**src/rtl/block_ram_arbiter_if.sv**
```systemverilog
// block_ram_arbiter_if: CPU, VGA and BlockRAM signals of the arbiter.
// master drives requests and RAM read data; slave is the arbiter.
interface block_ram_arbiter_if #(
  parameter int ADDR_W = 10,
  parameter int DATA_W = 32
);
  logic              cpu_req;
  logic              cpu_we;
  logic [ADDR_W-1:0] cpu_addr;
  logic [DATA_W-1:0] cpu_wdata;
  logic              cpu_gnt;
  logic              cpu_rvalid;
  logic [DATA_W-1:0] cpu_rdata;
  logic              vga_req;
  logic [ADDR_W-1:0] vga_addr;
  logic              vga_gnt;
  logic              vga_rvalid;
  logic [DATA_W-1:0] vga_rdata;
  logic              ram_wEn;
  logic [ADDR_W-1:0] ram_addr;
  logic [DATA_W-1:0] ram_dataIn;
  logic [DATA_W-1:0] ram_dataOut;

  modport master (
    output cpu_req, cpu_we, cpu_addr, cpu_wdata,
    output vga_req, vga_addr, ram_dataOut,
    input  cpu_gnt, cpu_rvalid, cpu_rdata,
    input  vga_gnt, vga_rvalid, vga_rdata,
    input  ram_wEn, ram_addr, ram_dataIn
  );

  modport slave (
    input  cpu_req, cpu_we, cpu_addr, cpu_wdata,
    input  vga_req, vga_addr, ram_dataOut,
    output cpu_gnt, cpu_rvalid, cpu_rdata,
    output vga_gnt, vga_rvalid, vga_rdata,
    output ram_wEn, ram_addr, ram_dataIn
  );
endinterface

```
**src/rtl/block_ram_arbiter.sv**
```systemverilog
// block_ram_arbiter: CPU/VGA arbiter for one single-port BlockRAM.
// Define VGA_PRIORITY_EN for VGA-first ties with CPU anti-starvation.
module block_ram_arbiter #(
  parameter int ADDR_W     = 10,
  parameter int DATA_W     = 32,
  parameter int STARVE_MAX = 4
) (
  input  logic               clock,
  input  logic               reset,
  block_ram_arbiter_if.slave bus
);

  logic              cpu_gnt;
  logic              vga_gnt;
  logic              cpu_tie;
  logic [ADDR_W-1:0] ram_addr;
  logic [ADDR_W-1:0] addr_q;
  logic [DATA_W-1:0] wdata_q;
  logic              cpu_pend;
  logic              vga_pend;
  logic [DATA_W-1:0] cpu_hold;
  logic [DATA_W-1:0] vga_hold;

`ifdef VGA_PRIORITY_EN
  localparam int CNT_W = $clog2(STARVE_MAX + 1);
  localparam logic [CNT_W-1:0] CNT_MAX = CNT_W'(STARVE_MAX);

  logic [CNT_W-1:0] starve_cnt;

  // CPU only wins a tie once it has been denied STARVE_MAX times in a row
  assign cpu_tie = (starve_cnt >= CNT_MAX);

  always_ff @(posedge clock or posedge reset) begin
    if (reset) begin
      starve_cnt <= '0;
    end else if (!bus.cpu_req || cpu_gnt) begin
      starve_cnt <= '0;
    end else if (starve_cnt < CNT_MAX) begin
      starve_cnt <= starve_cnt + 1'b1;
    end
  end
`else
  typedef enum logic {
    WIN_CPU,
    WIN_VGA
  } winner_t;

  winner_t last_winner;

  assign cpu_tie = (last_winner == WIN_VGA);

  always_ff @(posedge clock or posedge reset) begin
    if (reset) begin
      last_winner <= WIN_VGA;
    end else if (cpu_gnt) begin
      last_winner <= WIN_CPU;
    end else if (vga_gnt) begin
      last_winner <= WIN_VGA;
    end
  end
`endif

  always_comb begin
    cpu_gnt = 1'b0;
    vga_gnt = 1'b0;
    if (!reset) begin
      if (bus.cpu_req && bus.vga_req) begin
        cpu_gnt = cpu_tie;
        vga_gnt = !cpu_tie;
      end else begin
        cpu_gnt = bus.cpu_req;
        vga_gnt = bus.vga_req;
      end
    end
  end

  // Address and write data hold their last value when idle
  always_comb begin
    ram_addr = addr_q;
    if (cpu_gnt) begin
      ram_addr = bus.cpu_addr;
    end else if (vga_gnt) begin
      ram_addr = bus.vga_addr;
    end
  end

  always_ff @(posedge clock or posedge reset) begin
    if (reset) begin
      addr_q   <= '0;
      wdata_q  <= '0;
      cpu_pend <= 1'b0;
      vga_pend <= 1'b0;
      cpu_hold <= '0;
      vga_hold <= '0;
    end else begin
      cpu_pend <= cpu_gnt & ~bus.cpu_we;
      vga_pend <= vga_gnt;
      if (cpu_gnt || vga_gnt) begin
        addr_q <= ram_addr;
      end
      if (cpu_gnt) begin
        wdata_q <= bus.cpu_wdata;
      end
      if (cpu_pend) begin
        cpu_hold <= bus.ram_dataOut;
      end
      if (vga_pend) begin
        vga_hold <= bus.ram_dataOut;
      end
    end
  end

  assign bus.cpu_gnt    = cpu_gnt;
  assign bus.vga_gnt    = vga_gnt;
  assign bus.ram_wEn    = cpu_gnt & bus.cpu_we;
  assign bus.ram_addr   = ram_addr;
  assign bus.ram_dataIn = cpu_gnt ? bus.cpu_wdata : wdata_q;
  assign bus.cpu_rvalid = cpu_pend;
  assign bus.vga_rvalid = vga_pend;
  assign bus.cpu_rdata  = cpu_pend ? bus.ram_dataOut : cpu_hold;
  assign bus.vga_rdata  = vga_pend ? bus.ram_dataOut : vga_hold;

endmodule

```
**src/flat_wrapper.sv**
```systemverilog
// flat-port wrapper written by rule: the top's interface ports become plain ports
module block_ram_arbiter_flat 
#(
  parameter int ADDR_W     = 10,
  parameter int DATA_W     = 32,
  parameter int STARVE_MAX = 4
)
  (clock, reset, bus_cpu_req, bus_cpu_we, bus_cpu_addr, bus_cpu_wdata, bus_vga_req, bus_vga_addr, bus_ram_dataOut, bus_cpu_gnt, bus_cpu_rvalid, bus_cpu_rdata, bus_vga_gnt, bus_vga_rvalid, bus_vga_rdata, bus_ram_wEn, bus_ram_addr, bus_ram_dataIn);
  block_ram_arbiter_if #(.ADDR_W(ADDR_W), .DATA_W(DATA_W)) bus_i ();
  input  logic clock;
  input  logic reset;
  input wire logic [$bits(bus_i.cpu_req)-1:0] bus_cpu_req;
  input wire logic [$bits(bus_i.cpu_we)-1:0] bus_cpu_we;
  input wire logic [$bits(bus_i.cpu_addr)-1:0] bus_cpu_addr;
  input wire logic [$bits(bus_i.cpu_wdata)-1:0] bus_cpu_wdata;
  input wire logic [$bits(bus_i.vga_req)-1:0] bus_vga_req;
  input wire logic [$bits(bus_i.vga_addr)-1:0] bus_vga_addr;
  input wire logic [$bits(bus_i.ram_dataOut)-1:0] bus_ram_dataOut;
  output wire logic [$bits(bus_i.cpu_gnt)-1:0] bus_cpu_gnt;
  output wire logic [$bits(bus_i.cpu_rvalid)-1:0] bus_cpu_rvalid;
  output wire logic [$bits(bus_i.cpu_rdata)-1:0] bus_cpu_rdata;
  output wire logic [$bits(bus_i.vga_gnt)-1:0] bus_vga_gnt;
  output wire logic [$bits(bus_i.vga_rvalid)-1:0] bus_vga_rvalid;
  output wire logic [$bits(bus_i.vga_rdata)-1:0] bus_vga_rdata;
  output wire logic [$bits(bus_i.ram_wEn)-1:0] bus_ram_wEn;
  output wire logic [$bits(bus_i.ram_addr)-1:0] bus_ram_addr;
  output wire logic [$bits(bus_i.ram_dataIn)-1:0] bus_ram_dataIn;
  assign bus_i.cpu_req = bus_cpu_req;
  assign bus_i.cpu_we = bus_cpu_we;
  assign bus_i.cpu_addr = bus_cpu_addr;
  assign bus_i.cpu_wdata = bus_cpu_wdata;
  assign bus_i.vga_req = bus_vga_req;
  assign bus_i.vga_addr = bus_vga_addr;
  assign bus_i.ram_dataOut = bus_ram_dataOut;
  assign bus_cpu_gnt = bus_i.cpu_gnt;
  assign bus_cpu_rvalid = bus_i.cpu_rvalid;
  assign bus_cpu_rdata = bus_i.cpu_rdata;
  assign bus_vga_gnt = bus_i.vga_gnt;
  assign bus_vga_rvalid = bus_i.vga_rvalid;
  assign bus_vga_rdata = bus_i.vga_rdata;
  assign bus_ram_wEn = bus_i.ram_wEn;
  assign bus_ram_addr = bus_i.ram_addr;
  assign bus_ram_dataIn = bus_i.ram_dataIn;
  block_ram_arbiter #(.ADDR_W(ADDR_W), .DATA_W(DATA_W), .STARVE_MAX(STARVE_MAX)) u_core (.clock(clock), .reset(reset), .bus(bus_i));
endmodule
```
**config.mk**
```make
export PLATFORM = sky130hd
export DESIGN_NAME = block_ram_arbiter_flat
export DESIGN_NICKNAME = d
export VERILOG_FILES = /design/src/rtl/block_ram_arbiter_if.sv /design/src/rtl/block_ram_arbiter.sv /design/src/flat_wrapper.sv
export SDC_FILE = /design/constraint.sdc
export NUM_CORES = 1
export LEC_CHECK = 0
export ABC_AREA = 1
export BUFFER_PORTS_ARGS = -buffer_cell sky130_fd_sc_hd__clkbuf_2
export CORE_MARGIN = 2
export CORE_UTILIZATION = 46
export DETAILED_ROUTE_END_ITERATION = 10
export PLACE_DENSITY = 0.79
export SLEW_MARGIN = 30
export SYNTH_ARGS = -nofsm -noshare
export SYNTH_HDL_FRONTEND = slang
export SYNTH_SLANG_ARGS = --single-unit
```
**constraint.sdc**
```tcl
create_clock -name clock -period 5.37 [get_ports clock]
set_input_delay 0.537 -clock clock [delete_from_list [all_inputs] [get_ports clock]]
set_output_delay 0.537 -clock clock [all_outputs]
set_load 0.02 [all_outputs]
```
==> results_dict.tcl, run 1 <==
set metrics [dict create \
    power_mw 2.31 \
    synth-edff-count 0 \
    dpl_cell_area_mm2 0.00534 \
    yosys.cell_count.top_type "dfrtp_1" \
    synthTopCellsByCount "dfrtp_1 (108), mux2_2 (60), nand3_1 (50), inv_1 (38), nand2_1 (37)" \
    synth_top_area_cell "dfrtp_1" \
    relSlewSlack_pct 52.8 \
    maxSlewViolCount 0 \
    endpoint_kind "output pin" \
    start_util_pct 47.0 \
    cts_root_buf "clkbuf_8" \
    wl_per_cell_um 14.3 \
    postCtsSetupRepairBufs 0 \
    fin_cells 666 \
    cp.arrival_ns 2.34 \
    internal_power_mw 1.55 \
    rows 35 \
    cp_slowest_cell "dfstp_2" \
    seq_area_mm2 0.00273 \
    cp.required_ns 4.83 \
    ioPinCount 200 \
    io_buffers 199 \
    worst-setup-path-type "flip-flop to output pin" \
    dp_cells 650 \
    ys.flop_type "dfrtp_1" \
    post-route-util_pct 61.3 \
    area_growth_pct 30.5 \
    regToRegSetupSlack_ns 3.50 \
    hpwlAfterDp_um 7130 \
    maxCapViolCount 0 \
    grtUsageTotal_pct 19.1 \
    drt_first_pass_iters 4 \
    synthArstFlopShare_pct 100 \
    num-nets-final 639 \
    p_leak_nw 3.02 \
    synthCells 356 \
    cts.path.max_buffers 2 \
    power_frac_clock_pct 25.6 \
    pwr-share-comb_pct 30.1 \
    cellPowerDensity_mw_per_mm2 414 \
    fin_area_mm2 0.00558 \
    synth.distinct_cells 17 \
    gp_congestion 0.781 \
    ys_ff_latch 109 \
    hold_class "primary input to async pin" \
    cts_buffers 9 \
    dieArea_mm2 0.0101 \
    diodes 0 \
    cp_cell_sequence "inv_1, nand2_1, nand2_4, o21ai_0, clkbuf_2" \
    clock_latency_ns 0.36 \
    period_minus_slack_ns 2.88 \
    multi_input_area_mm2 0.00131 \
    core_mm2 0.00911 \
    grt_max_degree 69 \
    die_w_um 100 \
    switching_share_pct 33.1 \
    vias 3286 \
    syn_area_mm2 0.00428 \
    die_height_um 100 \
    seqPwrFrac_pct 44.4 \
    max-vdd-ir-drop_uv 150 \
    tightest_slew_ns 0.706 \
    clk_pin_slew_ns 0.11 \
    cts_resized 0 \
    antenna_found_initial 0 \
    cts_tree "built" \
    clock-sinks 109 \
    fillCellCount 752 \
    critPathLaunchType "flip-flop" \
    period_share_pct 53.7 \
    max_freq_ghz 0.347 \
    rr_worst_depth 4 \
    ys_seq_area_share_pct 63.8 \
    p_switching_uw 764 \
    drc 0 \
    cp_max_fo 68 \
    setup_total_negative_slack_ns 0 \
    drt-total-wl_um 9520 \
    setup_viol_count_final 0 \
    max_stage_delay_ns 0.58 \
    h-tree-depth 3 \
    grt_pass1_vias 3277 \
    synth_area_per_cell_um2 12.0 \
    via_per_inst 4.93 \
    ant_nets 0 \
    yosys_warnings 0 \
    syn_nets 445 \
    synth.area.top_cells "dfrtp_1 (63%), mux2_2 (16%), nand3_1 (5.8%)" \
    status "complete, no violations" \
    clock_skew_ns 0.0122 \
    hold_buffers 0 \
    rsz0062_at_grt "false" \
    gr-total-overflow 0 \
    yosysTopAreaCellShare_pct 63.2 \
    grt_first_pass_wirelength_um 15400 \
    hold_violations 0 \
    drt_iter0_markers 73 \
    drive_gt1_share_pct 50.8 \
]
## power by group through the flow
stage	registers [mW]	clock network, mW	logic (mW)
2_1_floorplan	1.03	0	0.466
3_3_place_gp	1.03	0	0.683
3_5_place_dp	1.04	0	0.701
4_1_cts	1.03	0.605	0.703
5_1_grt	1.04	0.635	0.754
6_report	1.03	0.591	0.695
## cell usage in the layout, fill, tap and decap left out, types with 3 or more instances in the layout
cell / count
clkbuf_2: 199
mux2_1: 4
dfrtp_1: 108
o21ai_1: 20
inv_1: 37
buf_4: 3
bufinv_16: 3
clkbuf_8: 9
mux2_2: 60
o21ai_0: 13
nor2_1: 3
nand2_1: 36
nand3_1: 50
## cells by family (layout without fill, tap and decap cells)
group | count (synthesis) | after routing | share of synthesized area (%)
buf+inv | 58 | 257 | 5.88
compound gates | 34 | 34 | 3.98
simple gates | 91 | 91 | 9.51
flops | 109 | 109 | 63.8
mux | 64 | 64 | 16.8
## routing by layer
| layer | GRT usage, % | share of wire, % |
|---|---|---|
| met1 | 23.4 | 41 |
| met2 | 32.9 | 50 |
| met3 | 4.53 | 7.5 |
| met4 | 7.27 | 1.7 |
| met5 | 0 | 0 |
## worst paths after layout
kind | start | end
worst max-delay path | u_core.cpu_tie | bus_ram_dataIn[7]
worst min-delay path | reset | u_core.addr_q[1]
worst max register to register | u_core.cpu_tie | u_core.wdata_q[14]
worst min register to register | u_core.vga_hold[10] | u_core.vga_hold[10]
max in group asynchronous | reset | u_core.wdata_q[14]
min in group clock | bus_cpu_we | u_core.bus.cpu_rvalid
## worst max-delay path: cells and delay by family, from the launching register on
kind,cells,cell delay [ns]
and+or+nand+nor,2,0.73
DFF,1,0.58
buffers and inverters,2,0.27
AOI/OAI and AO/OA,1,0.41
## final cells by class
cell class | count | area share, %
Timing Repair Buffer | 202 | 18.2
Tap cell | 111 | 2.49
Inverter | 39 | 2.67
Sequential cell | 109 | 48.9
Clock buffer | 10 | 2.29
Clock inverter | 6 | 2.08
Multi-Input combinational cell | 189 | 23.4
## state kept, by name (all words and copies together) (netlist names)
signal,count
u_core.addr_q,10
u_core.bus.cpu_rvalid,1
u_core.bus.vga_rvalid,1
u_core.cpu_hold,32
u_core.cpu_tie,1
u_core.vga_hold,32
u_core.wdata_q,32
## stage by stage
| stage | hold slack (ns) | worst slack [ns] |
|---|---|---|
| 5_1_grt | 0.359 | 2.29 |
| 3_3_place_gp | 0.464 | 2.46 |
| 6_report | 0.319 | 2.49 |
| 2_1_floorplan | 0.498 | 0.847 |
| 3_5_place_dp | 0.475 | 2.30 |
| 4_1_cts | 0.324 | 2.11 |
No activity file was read; power rests on OpenSTA's default activity.
==> run 2, diff against run 1 <==
--- a/config.mk
+++ b/config.mk
@@ -8,9 +8,9 @@
 export ABC_AREA = 1
 export BUFFER_PORTS_ARGS = -buffer_cell sky130_fd_sc_hd__clkbuf_2
 export CORE_MARGIN = 2
-export CORE_UTILIZATION = 46
+export CORE_UTILIZATION = 42
 export DETAILED_ROUTE_END_ITERATION = 10
-export PLACE_DENSITY = 0.79
+export PLACE_DENSITY = 0.76
 export SLEW_MARGIN = 30
 export SYNTH_ARGS = -nofsm -noshare
 export SYNTH_HDL_FRONTEND = slang
==> constraint.sdc (replaced) <==
create_clock -name clock -period 2.58 [get_ports clock]
set_input_delay 0.258 -clock clock [delete_from_list [all_inputs] [get_ports clock]]
set_output_delay 0.258 -clock clock [all_outputs]
set_load 0.02 [all_outputs]
==> run 2 against run 1 <==
Net effect: sequential cell count unchanged; sequential power grew 110%; first-iteration DRC count grew 53%; power rose by 100%; non-clock buffer count up 2; critical endpoint is now bus_ram_dataIn[15]; largest cell class unchanged.
==> results_dict.tcl, run 2 (synthesis gave the netlist of run 1 again) <==
set metrics [dict create \
    status "complete, no violations" \
    cp_max_fo 68 \
    grt_pass1_vias 3267 \
    path_depth 6 \
    area_growth_pct 32.5 \
    crit_end "bus_ram_dataIn[15]" \
    io_buffers 199 \
    ant_nets 0 \
    clock_skew_ns 0.00675 \
    max_stage_delay_ns 0.58 \
    worst-path-buf-inv 3 \
    final_cell_mix "clkbuf_2 (199), dfrtp_1 (108), mux2_2 (60)" \
    grt_first_pass_wirelength_um 16000 \
    seqPwrFrac_pct 45.4 \
    max_freq_ghz 0.423 \
    antenna_found_initial 0 \
    cp_slowest_cell "dfstp_2" \
    critPathLaunchType "flip-flop" \
    rows 36 \
    maxSlewViolCount 0 \
    clock_latency_ns 0.35 \
    maxCapViolCount 0 \
    max-vdd-ir-drop_uv 364 \
    power_frac_clock_pct 23.4 \
    die_w_um 105 \
    pwr-share-comb_pct 31.2 \
    wl_per_cell_um 14.2 \
    hold_buffers 0 \
    gp_congestion 0.757 \
    drc 0 \
    cellPowerDensity_mw_per_mm2 829 \
    drive_gt1_share_pct 53.0 \
    period_minus_slack_ns 2.36 \
    holdPathStages 2 \
    dieArea_mm2 0.0110 \
    dpl_cell_area_mm2 0.00545 \
    regToRegSetupSlack_ns 0.95 \
    dp_cells 674 \
    cts.path.max_buffers 2 \
    switching_share_pct 33.5 \
    drt_iter0_markers 112 \
    cts_tree "built" \
    hpwlAfterDp_um 7310 \
    postCtsSetupRepairBufs 0 \
    tightest_slew_ns 0.715 \
    pre_cts_ws_ns 0.580 \
    worst-setup-path-type "flip-flop to output pin" \
    fin_ws_ns 0.216 \
    ioPinCount 200 \
    internal_power_mw 3.12 \
    critPathLaunch "u_core.cpu_tie" \
    grt_max_degree 69 \
    p_leak_nw 3.06 \
    drt-total-wl_um 9800 \
    p_switching_mw 1.58 \
    drt_first_pass_iters 4 \
    top_regs "u_core.cpu_hold x32, u_core.vga_hold x32, u_core.wdata_q x32" \
    h-tree-depth 3 \
    period_share_pct 91.6 \
    num-nets-final 641 \
    cts_buffers 9 \
    r2r-end "u_core.wdata_q[15]" \
    core_mm2 0.00982 \
    gr-total-overflow 0 \
    hold_violations 0 \
    diodes 0 \
    rr_worst_depth 5 \
    vias 3286 \
    cts_root_buf "clkbuf_8" \
    cp_cell_sequence "inv_1, nand2_1, nand2_2, buf_12, o21ai_0, clkbuf_2" \
    rsz0062_at_grt "false" \
    layout_commonest_cell "clkbuf_2" \
    start_util_pct 43.6 \
    via_per_inst 4.76 \
    relSlewSlack_pct 52.4 \
    crit_family "flip-flops" \
    fillCellCount 837 \
    cp.required_ns 2.32 \
    fin_area_mm2 0.00567 \
    die_height_um 105 \
    grtUsageTotal_pct 18.2 \
    hold_class "primary input to flip-flop" \
    clock-sinks 109 \
    cp.arrival_ns 2.11 \
    fin_cells 690 \
    endpoint_kind "output pin" \
    setup_viol_count_final 0 \
    clk_pin_slew_ns 0.10 \
    cts_resized 0 \
    timing.rr.start "u_core.cpu_tie" \
]
==> run 2: stage by stage <==
step	hold WS (ns)	power, mW	TNS [ns]	utilization (%)
floorplan	0.324	3.12	-6.86	-
detailed placement	0.437	3.66	0	55.5
global route	0.0421	4.96	0	57.7
finish	0.0603	4.70	0	57.7
global placement	0.432	3.60	0	55.5
CTS	0.0317	4.77	0	57.7
==> run 2: cell type report <==
type | count | area [µm²] | area share [%]
inverter | 39 | 150 | 2.65
tap | 133 | 166 | 2.94
multi-input combinational | 189 | 1360 | 24.0
clock buffer | 10 | 128 | 2.25
timing repair buffer | 204 | 1050 | 18.5
clock inverter | 6 | 87.6 | 1.55
sequential | 109 | 2730 | 48.1
==> run 2: power by group through the flow <==
stage                     logic, mW  registers, mW  clock network (mW)
final                          1.47           2.13                1.10
after CTS                      1.49           2.14                1.14
after detailed placement       1.48           2.17                   0
after floorplan               0.983           2.14                   0
after global placement         1.45           2.15                   0
after global routing           1.59           2.17                1.21
==> run 2: worst reg2reg max path, cell delays in order (launching register included) <==
cell and delay [ns]:
dfstp_2 0.58, inv_1 0.05, nand2_1 0.27, nand2_2 0.13, buf_12 0.22, o21ai_0 0.28
==> run 2: routing by layer <==
metal  share of wire (%)  vias to the layer above  wire (µm)  global-route usage (%)
met4                0.93                        0         91                    6.29
met3                 6.1                        8        595                    3.56
li1                    -                     1572          -                       -
met5                   0                        -          0                       0
met1                  42                     1580       4160                    23.0
met2                  51                      126       4950                    31.2
==> run 2: worst min path at each step <==
stage / start / endpoint / slack, ns
global route: bus_cpu_we / u_core.bus.cpu_rvalid / 0.04
floorplan: bus_cpu_we / u_core.bus.cpu_rvalid / 0.32
detailed placement: bus_cpu_we / u_core.bus.cpu_rvalid / 0.44
global placement: bus_cpu_we / u_core.bus.cpu_rvalid / 0.43
finish: bus_cpu_we / u_core.bus.cpu_rvalid / 0.06
CTS: bus_cpu_we / u_core.bus.cpu_rvalid / 0.03
